--- config.mk ---
export PLATFORM = sky130hd
export DESIGN_NAME = fifo_serial_tx
export DESIGN_NICKNAME = d
export VERILOG_FILES = /design/src/rtl/fifo_serial_tx.sv
export SDC_FILE = /design/constraint.sdc
export NUM_CORES = 1
export LEC_CHECK = 0
export BUFFER_PORTS_ARGS = -buffer_cell sky130_fd_sc_hd__clkbuf_2
export CAP_MARGIN = 25
export CORE_MARGIN = 4
export CORE_UTILIZATION = 40
export CTS_CLUSTER_DIAMETER = 30
export DETAILED_ROUTE_END_ITERATION = 16
export GPL_ROUTABILITY_DRIVEN = 0
export GPL_TIMING_DRIVEN = 0
export SLEW_MARGIN = 0
export SYNTH_ARGS = -nofsm -noshare
export SYNTH_HDL_FRONTEND = slang
export SYNTH_SLANG_ARGS = --single-unit
--- constraint.sdc ---
create_clock -name clk -period 2.05 [get_ports clk]
set_clock_uncertainty 0.2 [all_clocks]
set_input_delay 0.615 -clock clk [delete_from_list [all_inputs] [get_ports clk]]
set_output_delay 0.615 -clock clk [all_outputs]
set_load 0.03 [all_outputs]
--- src/rtl/fifo_serial_tx.sv ---
// Show-ahead FIFO consumer that serialises words onto a one-wire bus (start, LSB-first data, stop).
// Define FIFO_SERIAL_TX_PARITY_EN to append an even-parity bit after the data bits.
module fifo_serial_tx #(
  parameter int WIDTH        = 32,
  parameter int CLKS_PER_BIT = 4,
  parameter int CNT_W        = 16
) (
  input  logic             clk,
  input  logic             rst,
  input  logic [WIDTH-1:0] fifo_data,
  input  logic             fifo_empty,
  output logic             fifo_deq,
  input  logic             bus_grant,
  output logic             bus_req,
  output logic             tx_line,
  output logic             busy,
  output logic [CNT_W-1:0] words_sent
);

  localparam int BAUD_W = (CLKS_PER_BIT > 1) ? $clog2(CLKS_PER_BIT) : 1;
  localparam int BIT_W  = (WIDTH > 1) ? $clog2(WIDTH + 1) : 1;
  localparam logic [BAUD_W-1:0] BAUD_LAST = BAUD_W'(CLKS_PER_BIT - 1);
  localparam logic [BIT_W-1:0]  BIT_LAST  = BIT_W'(WIDTH - 1);

`ifdef FIFO_SERIAL_TX_PARITY_EN
  typedef enum logic [2:0] {IDLE, REQ, START, DATA, PARITY, STOP} state_t;
`else
  typedef enum logic [2:0] {IDLE, REQ, START, DATA, STOP} state_t;
`endif

  state_t             state_q;
  logic [BAUD_W-1:0]  baud_q;
  logic [BIT_W-1:0]   bit_q;
  logic [WIDTH-1:0]   shift_q;
  logic               tx_q;
  logic               req_q;
  logic               deq_q;
  logic               busy_q;
  logic [CNT_W-1:0]   cnt_q;
`ifdef FIFO_SERIAL_TX_PARITY_EN
  logic               parity_q;
`endif

  // Loading a word (from REQ or straight out of STOP) pops the FIFO and drives the start bit at once.
  always_ff @(posedge clk) begin
    if (rst) begin
      state_q  <= IDLE;
      baud_q   <= '0;
      bit_q    <= '0;
      shift_q  <= '0;
      tx_q     <= 1'b1;
      req_q    <= 1'b0;
      deq_q    <= 1'b0;
      busy_q   <= 1'b0;
      cnt_q    <= '0;
`ifdef FIFO_SERIAL_TX_PARITY_EN
      parity_q <= 1'b0;
`endif
    end else begin
      deq_q <= 1'b0;
      case (state_q)
        IDLE: begin
          if (!fifo_empty) begin
            state_q <= REQ;
            req_q   <= 1'b1;
            busy_q  <= 1'b1;
          end
        end
        REQ: begin
          if (fifo_empty) begin
            state_q <= IDLE;
            req_q   <= 1'b0;
            busy_q  <= 1'b0;
          end else if (bus_grant) begin
            shift_q  <= fifo_data;
`ifdef FIFO_SERIAL_TX_PARITY_EN
            parity_q <= ^fifo_data;
`endif
            deq_q    <= 1'b1;
            state_q  <= START;
            tx_q     <= 1'b0;
            baud_q   <= '0;
            bit_q    <= '0;
          end
        end
        START: begin
          if (baud_q == BAUD_LAST) begin
            baud_q  <= '0;
            state_q <= DATA;
            tx_q    <= shift_q[0];
            shift_q <= shift_q >> 1;
          end else begin
            baud_q <= baud_q + BAUD_W'(1);
          end
        end
        DATA: begin
          if (baud_q == BAUD_LAST) begin
            baud_q <= '0;
            if (bit_q == BIT_LAST) begin
              bit_q   <= '0;
`ifdef FIFO_SERIAL_TX_PARITY_EN
              state_q <= PARITY;
              tx_q    <= parity_q;
`else
              state_q <= STOP;
              tx_q    <= 1'b1;
`endif
            end else begin
              bit_q   <= bit_q + BIT_W'(1);
              tx_q    <= shift_q[0];
              shift_q <= shift_q >> 1;
            end
          end else begin
            baud_q <= baud_q + BAUD_W'(1);
          end
        end
`ifdef FIFO_SERIAL_TX_PARITY_EN
        PARITY: begin
          if (baud_q == BAUD_LAST) begin
            baud_q  <= '0;
            state_q <= STOP;
            tx_q    <= 1'b1;
          end else begin
            baud_q <= baud_q + BAUD_W'(1);
          end
        end
`endif
        STOP: begin
          if (baud_q == BAUD_LAST) begin
            baud_q <= '0;
            cnt_q  <= cnt_q + CNT_W'(1);
            // Grant is only re-examined here, so a mid-frame drop never truncates a frame.
            if (bus_grant && !fifo_empty) begin
              shift_q  <= fifo_data;
`ifdef FIFO_SERIAL_TX_PARITY_EN
              parity_q <= ^fifo_data;
`endif
              deq_q    <= 1'b1;
              state_q  <= START;
              tx_q     <= 1'b0;
              bit_q    <= '0;
            end else begin
              state_q <= IDLE;
              req_q   <= 1'b0;
              busy_q  <= 1'b0;
              tx_q    <= 1'b1;
            end
          end else begin
            baud_q <= baud_q + BAUD_W'(1);
          end
        end
        default: begin
          state_q <= IDLE;
          req_q   <= 1'b0;
          busy_q  <= 1'b0;
          tx_q    <= 1'b1;
        end
      endcase
    end
  end

  assign fifo_deq   = deq_q;
  assign bus_req    = req_q;
  assign tx_line    = tx_q;
  assign busy       = busy_q;
  assign words_sent = cnt_q;

endmodule
# Word level (Yosys, flattened, before mapping)
# Cells that the tools add are included.
# totals
reg_bits	62
inputBits	36
out_inout_bits	20
wordCells	92
# classes
n_addsub	3
eq_ne	18
muxes	46
bitwise_logic	2
reduce_logical	15
# op_table
operator	count
32-bit two-way mux	7
32-bit one-hot mux with 4 select lines	1
6-bit two-way mux	6
2-bit inequality test, second input constant	11
3-bit two-way mux	7
6-bit one-hot mux with 3 select lines	1
6-bit AND reduction	3
16-bit by 1-bit adder with 16-bit output, second input constant	1
1-bit two-way mux	15
3-bit one-hot mux with 5 select lines	1
2-bit two-way mux	4
8-bit AND reduction	1
6-bit by 1-bit adder with 6-bit output, second input constant	1
3-bit by 2-bit equality test with 1-bit output, second input constant	2
6-bit by 5-bit equality test with 1-bit output, second input constant	1
1-bit one-hot mux with 5 select lines	1
5-bit AND reduction	1
1-bit one-hot mux with 4 select lines	1
2-bit one-hot mux with 2 select lines	1
4-bit nonzero test	1
3-bit by 1-bit equality test with 1-bit output, second input constant	1
3-bit equality test, second input constant	1
3-bit zero test	1
3-bit inequality test, second input constant	1
12 further kinds	13

# Depth between registers and ports, before layout
# logic_depth
ltp_word	5
depth_mapped	7
depth_no_buf	5

# Least setup slack after synthesis
# No wires, ideal clock.
# synth_timing
path_kind	input port to flip-flop
startpoint	input port fifo_empty
endpoint	register shift_q[10]
setup_time_ns	0.147
t_arrival_ns	1.724
required_ns	1.703
setup_slack_ns	-0.021
cell_stages	7
n_path_buf	3
cell_sequence	nand2b_1 clkbuf_1 a211oi_4 or2_1 buf_6 buf_6 a311oi_2
# synth_between
elab_chain_cells	4
word_cells_on_any_way	5
cone_classes	eq/ne (2); reduce/logical (3)
# synth_rtl
element	line_no	text
from (decl)	11	input logic fifo_empty,
1-bit zero test	133	if (bus_grant && !fifo_empty) begin
1-bit logical AND	133	
2-bit inequality test (no source line)	n/a	
8-bit AND reduction (no source line) *	n/a	
to (signal assigned)	91	shift_q <= shift_q >> 1;
to (signal assigned)	111	shift_q <= shift_q >> 1;
to (signal assigned)	134	shift_q <= fifo_data;
to (decl)	34	logic [WIDTH-1:0] shift_q;
# Mark *: on every way between the ends. The rest lies on a longest branch, timed or not.
# A chain may end at the register's enable or synchronous reset.

# Final worst setup path
# layout_timing
startpoint	register bit_q[5]
endpoint	register shift_q[16]
# layout_between
elab_chain_cells	3
# layout_rtl
element	line_no	text
from (decl)	33	logic [BIT_W-1:0] bit_q;
from (signal assigned)	109	bit_q <= bit_q + BIT_W'(1);
6-bit by 5-bit equality test with 1-bit output	99	if (bit_q == BIT_LAST) begin
2-bit inequality test (no source line)	n/a	
8-bit AND reduction (no source line)	n/a	
# Every way passes these cells.

==> impl_metrics.yaml <==
status:
  status: "finished, final reports clean"
synthesis:
  synth.distinct_cells: 50
  ys_seq_area_share_pct: 38.4
  ys_ff_latch: 62
  synth_cells: 369
  ys_warn_count: 0
  ys.flop_type: "dfxtp_1"
  syn_nets: 408
  synth_area_um2: 3240
  synthArstFlopShare_pct: 0
  syn_avg_cell_area_um2: 8.77
  synth_edf_count: 0
floorplan:
  die_y_um: 97.9
  initial_core_util_pct: 41.4
  fp-row-count: 32
  die_w_um: 97.9
  core_um2: 7810
  ios: 56
  die-area_um2: 9590
timing:
  final_max_slew_viol_count: 0
  setup_viol: 0
  maxSlewHeadroom_pct: 53.8
  period_needed_ps: 2010
  rsz0062_at_grt: "yes"
  hold_slack_ps: 275
  finalSetupTns_ps: 0
  hold_viol_final: 0
  max_freq_mhz: 499
  post-route-period-util_pct: 97.8
  tightest_slew_ps: 693
global_route:
  grt_usage_pct: 16.8
  grt_pass1_vias: 2871
  grtUsageMet2_pct: 27.5
  met3_usage_pct: 5.36
  antenna_found_initial: 0
  grt.busiest_layer: "met2"
  grt_overflow: 0
  grt_pass1_wl_um: 13500
  grt_util_met1_pct: 22.0
  grt_max_degree: 11
final_layout:
  final_common_cell: "nand2_1"
  drive_gt1_share_pct: 34.7
  fillerInstances: 769
  area_delta_synth_final_pct: 24.9
  fin_nets: 484
  diodes: 0
  multi_input_area_um2: 1860
  register_area_um2: 1260
  final_cell_mix: "nand2_1, clkbuf_2, dfxtp_1"
clocking:
  clockBufferDepth: 2
  clk_pin_slew_ps: 70
  root_buffer: "clkbuf_8"
  h-tree-depth: 3
  insertion_delay_ps: 330
  cts_tree: "done"
  hold_buffers: 0
  cts_num_sinks: 62
  cts_buffers: 9
critical_path:
  critPathLaunch: "bit_q[5]"
  r2r_start: "bit_q[5]"
  crit_slowest_cell: "o311a_4"
  crit_chain: "nand3b_1 -> o311a_4 -> or2_1 -> buf_6 -> clkbuf_16 -> a311oi_2"
  slowest_delay_ps: 410
  critPathCaptureType: "register"
  cp.required_ps: 2100
  cp-start-kind: "register"
  worstSetupPathType: "register to register"
  crit_path_max_fanout: 6
  arrival_ps: 2050
placed_design:
  dpl.hpwl_um: 5620
  port_buffers: 55
routing:
  first_pass_iters: 4
  vias: 2977
  drc: 0
  route.antenna.remaining_nets: 0
  drtIter0Drc: 96
  wire_per_inst_um: 14.8
  wl_um: 8180
  drt-vias-per-instance: 5.39
pwr:
  irDropWorstVdd_mv: 0.495
  p_per_area_nw_per_um2: 623
  p_leak_nw: 1.51
hold_path:
  hp-class: "register to register"
  worst_hold_startpoint: "bit_q[3]"
job:
  cap_violations: 0
==> flip-flops by register name, indices dropped and copies added, names as in the netlist <==
signal / flops
fifo_deq: 1
words_sent: 16
baud_q: 2
shift_q: 32
bit_q: 6
busy: 1
state_q: 3
tx_line: 1
==> cell families (layout without fill, tap and decap cells) <==
| logic type | Yosys count | after routing | share of synthesized area, % |
|---|---|---|---|
| AND/OR/NAND/NOR | 176 | 176 | 26.2 |
| AO/OA/AOI/OAI | 72 | 72 | 23.2 |
| XOR/XNOR | 12 | 12 | 3.25 |
| multiplexers | 6 | 6 | 2.01 |
| flip-flops | 62 | 62 | 38.4 |
| adder cells (fa/ha/maj) | 3 | 3 | 1.16 |
| buffers and inverters | 38 | 119 | 5.80 |
==> worst paths after layout <==
kind	depth (start not counted)	end	slack, ps
hold reg to reg	1	bit_q[3]	270
setup reg to reg	6	shift_q[16]	40
hold / removal	1	bit_q[3]	270
setup / recovery	6	shift_q[16]	40
==> synth_stat cells (all sizes together) (2+ instances only) <==
cell | instances | area, µm²
nand2 | 70 | 263
dfxtp | 62 | 1240
nor3 | 37 | 185
a311oi | 31 | 459
nor2 | 23 | 86.3
clkbuf | 19 | 71.3
buf | 14 | 97.6
a21oi | 13 | 65.1
nand3 | 12 | 60.1
xnor2 | 9 | 78.8
o21ai | 7 | 35.0
nor4 | 6 | 50.0
inv | 5 | 18.8
nand3b | 5 | 37.5
mux2 | 4 | 45.0
nand2b | 4 | 25.0
nor2b | 4 | 25.0
a211o | 3 | 26.3
a211oi | 3 | 35.0
ha | 3 | 37.5
nand4 | 3 | 18.8
or3 | 3 | 18.8
xor2 | 3 | 26.3
a22oi | 2 | 15.0
a31oi | 2 | 12.5
mux2i | 2 | 20.0
o2111ai | 2 | 17.5
or2 | 2 | 12.5
or4b | 2 | 20.0
==> stage by stage <==
stage | std cells | util [%] | power, mW | worst slack [ps] | instance area (µm²)
detailed placement | 526 | 46.6 | 1.58 | -498 | 3640
global placement | 526 | 46.6 | 1.58 | -445 | 3640
global route | 552 | 51.8 | 2.63 | -39.3 | 4040
CTS | 543 | 49.2 | 2.54 | 2.17 | 3840
floorplan | 369 | - | 1.49 | 14.5 | 3240
finish | 552 | 51.8 | 2.52 | 44.9 | 4040
==> critical path: cells and delay by family (launching register included) <==
kind / cells / cell delay, ps
flops: 1 / 330
simple gates: 2 / 480
buf+inv: 2 / 320
compound gates: 2 / 600
==> layout make-up <==
type / instances / share of cell area [%]
Multi-Input combinational cell: 269 / 46.0
Inverter: 5 / 0.464
Buffer: 32 / 5.29
Clock inverter: 4 / 0.557
Timing Repair Buffer: 66 / 9.72
Tap cell: 102 / 3.16
Clock buffer: 12 / 3.59
Sequential cell: 62 / 31.2
==> repair_timing <==
action | 4_1_cts | 5_1_grt
setup buffers | 1 | 8
setup endpoints to repair | 54 | 47
gates resized for setup | 12 | 35
pin swaps | 1 | 5
cloned | 0 | 2
==> layer usage <==
layer	vias to the layer above	part of all wire [%]
met4	0	0.39
met2	64	46
met5	-	0
met1	1413	49
met3	4	5.2
li1	1496	-
==> power breakdown <==
group          total (mW)  switching (mW)  internal [mW]
Sequential           1.26          0.0259           1.24
Combinational       0.314           0.177          0.137
Clock               0.940           0.473          0.467
Total                2.52           0.676           1.84
(Power assumes the default switching activity.)
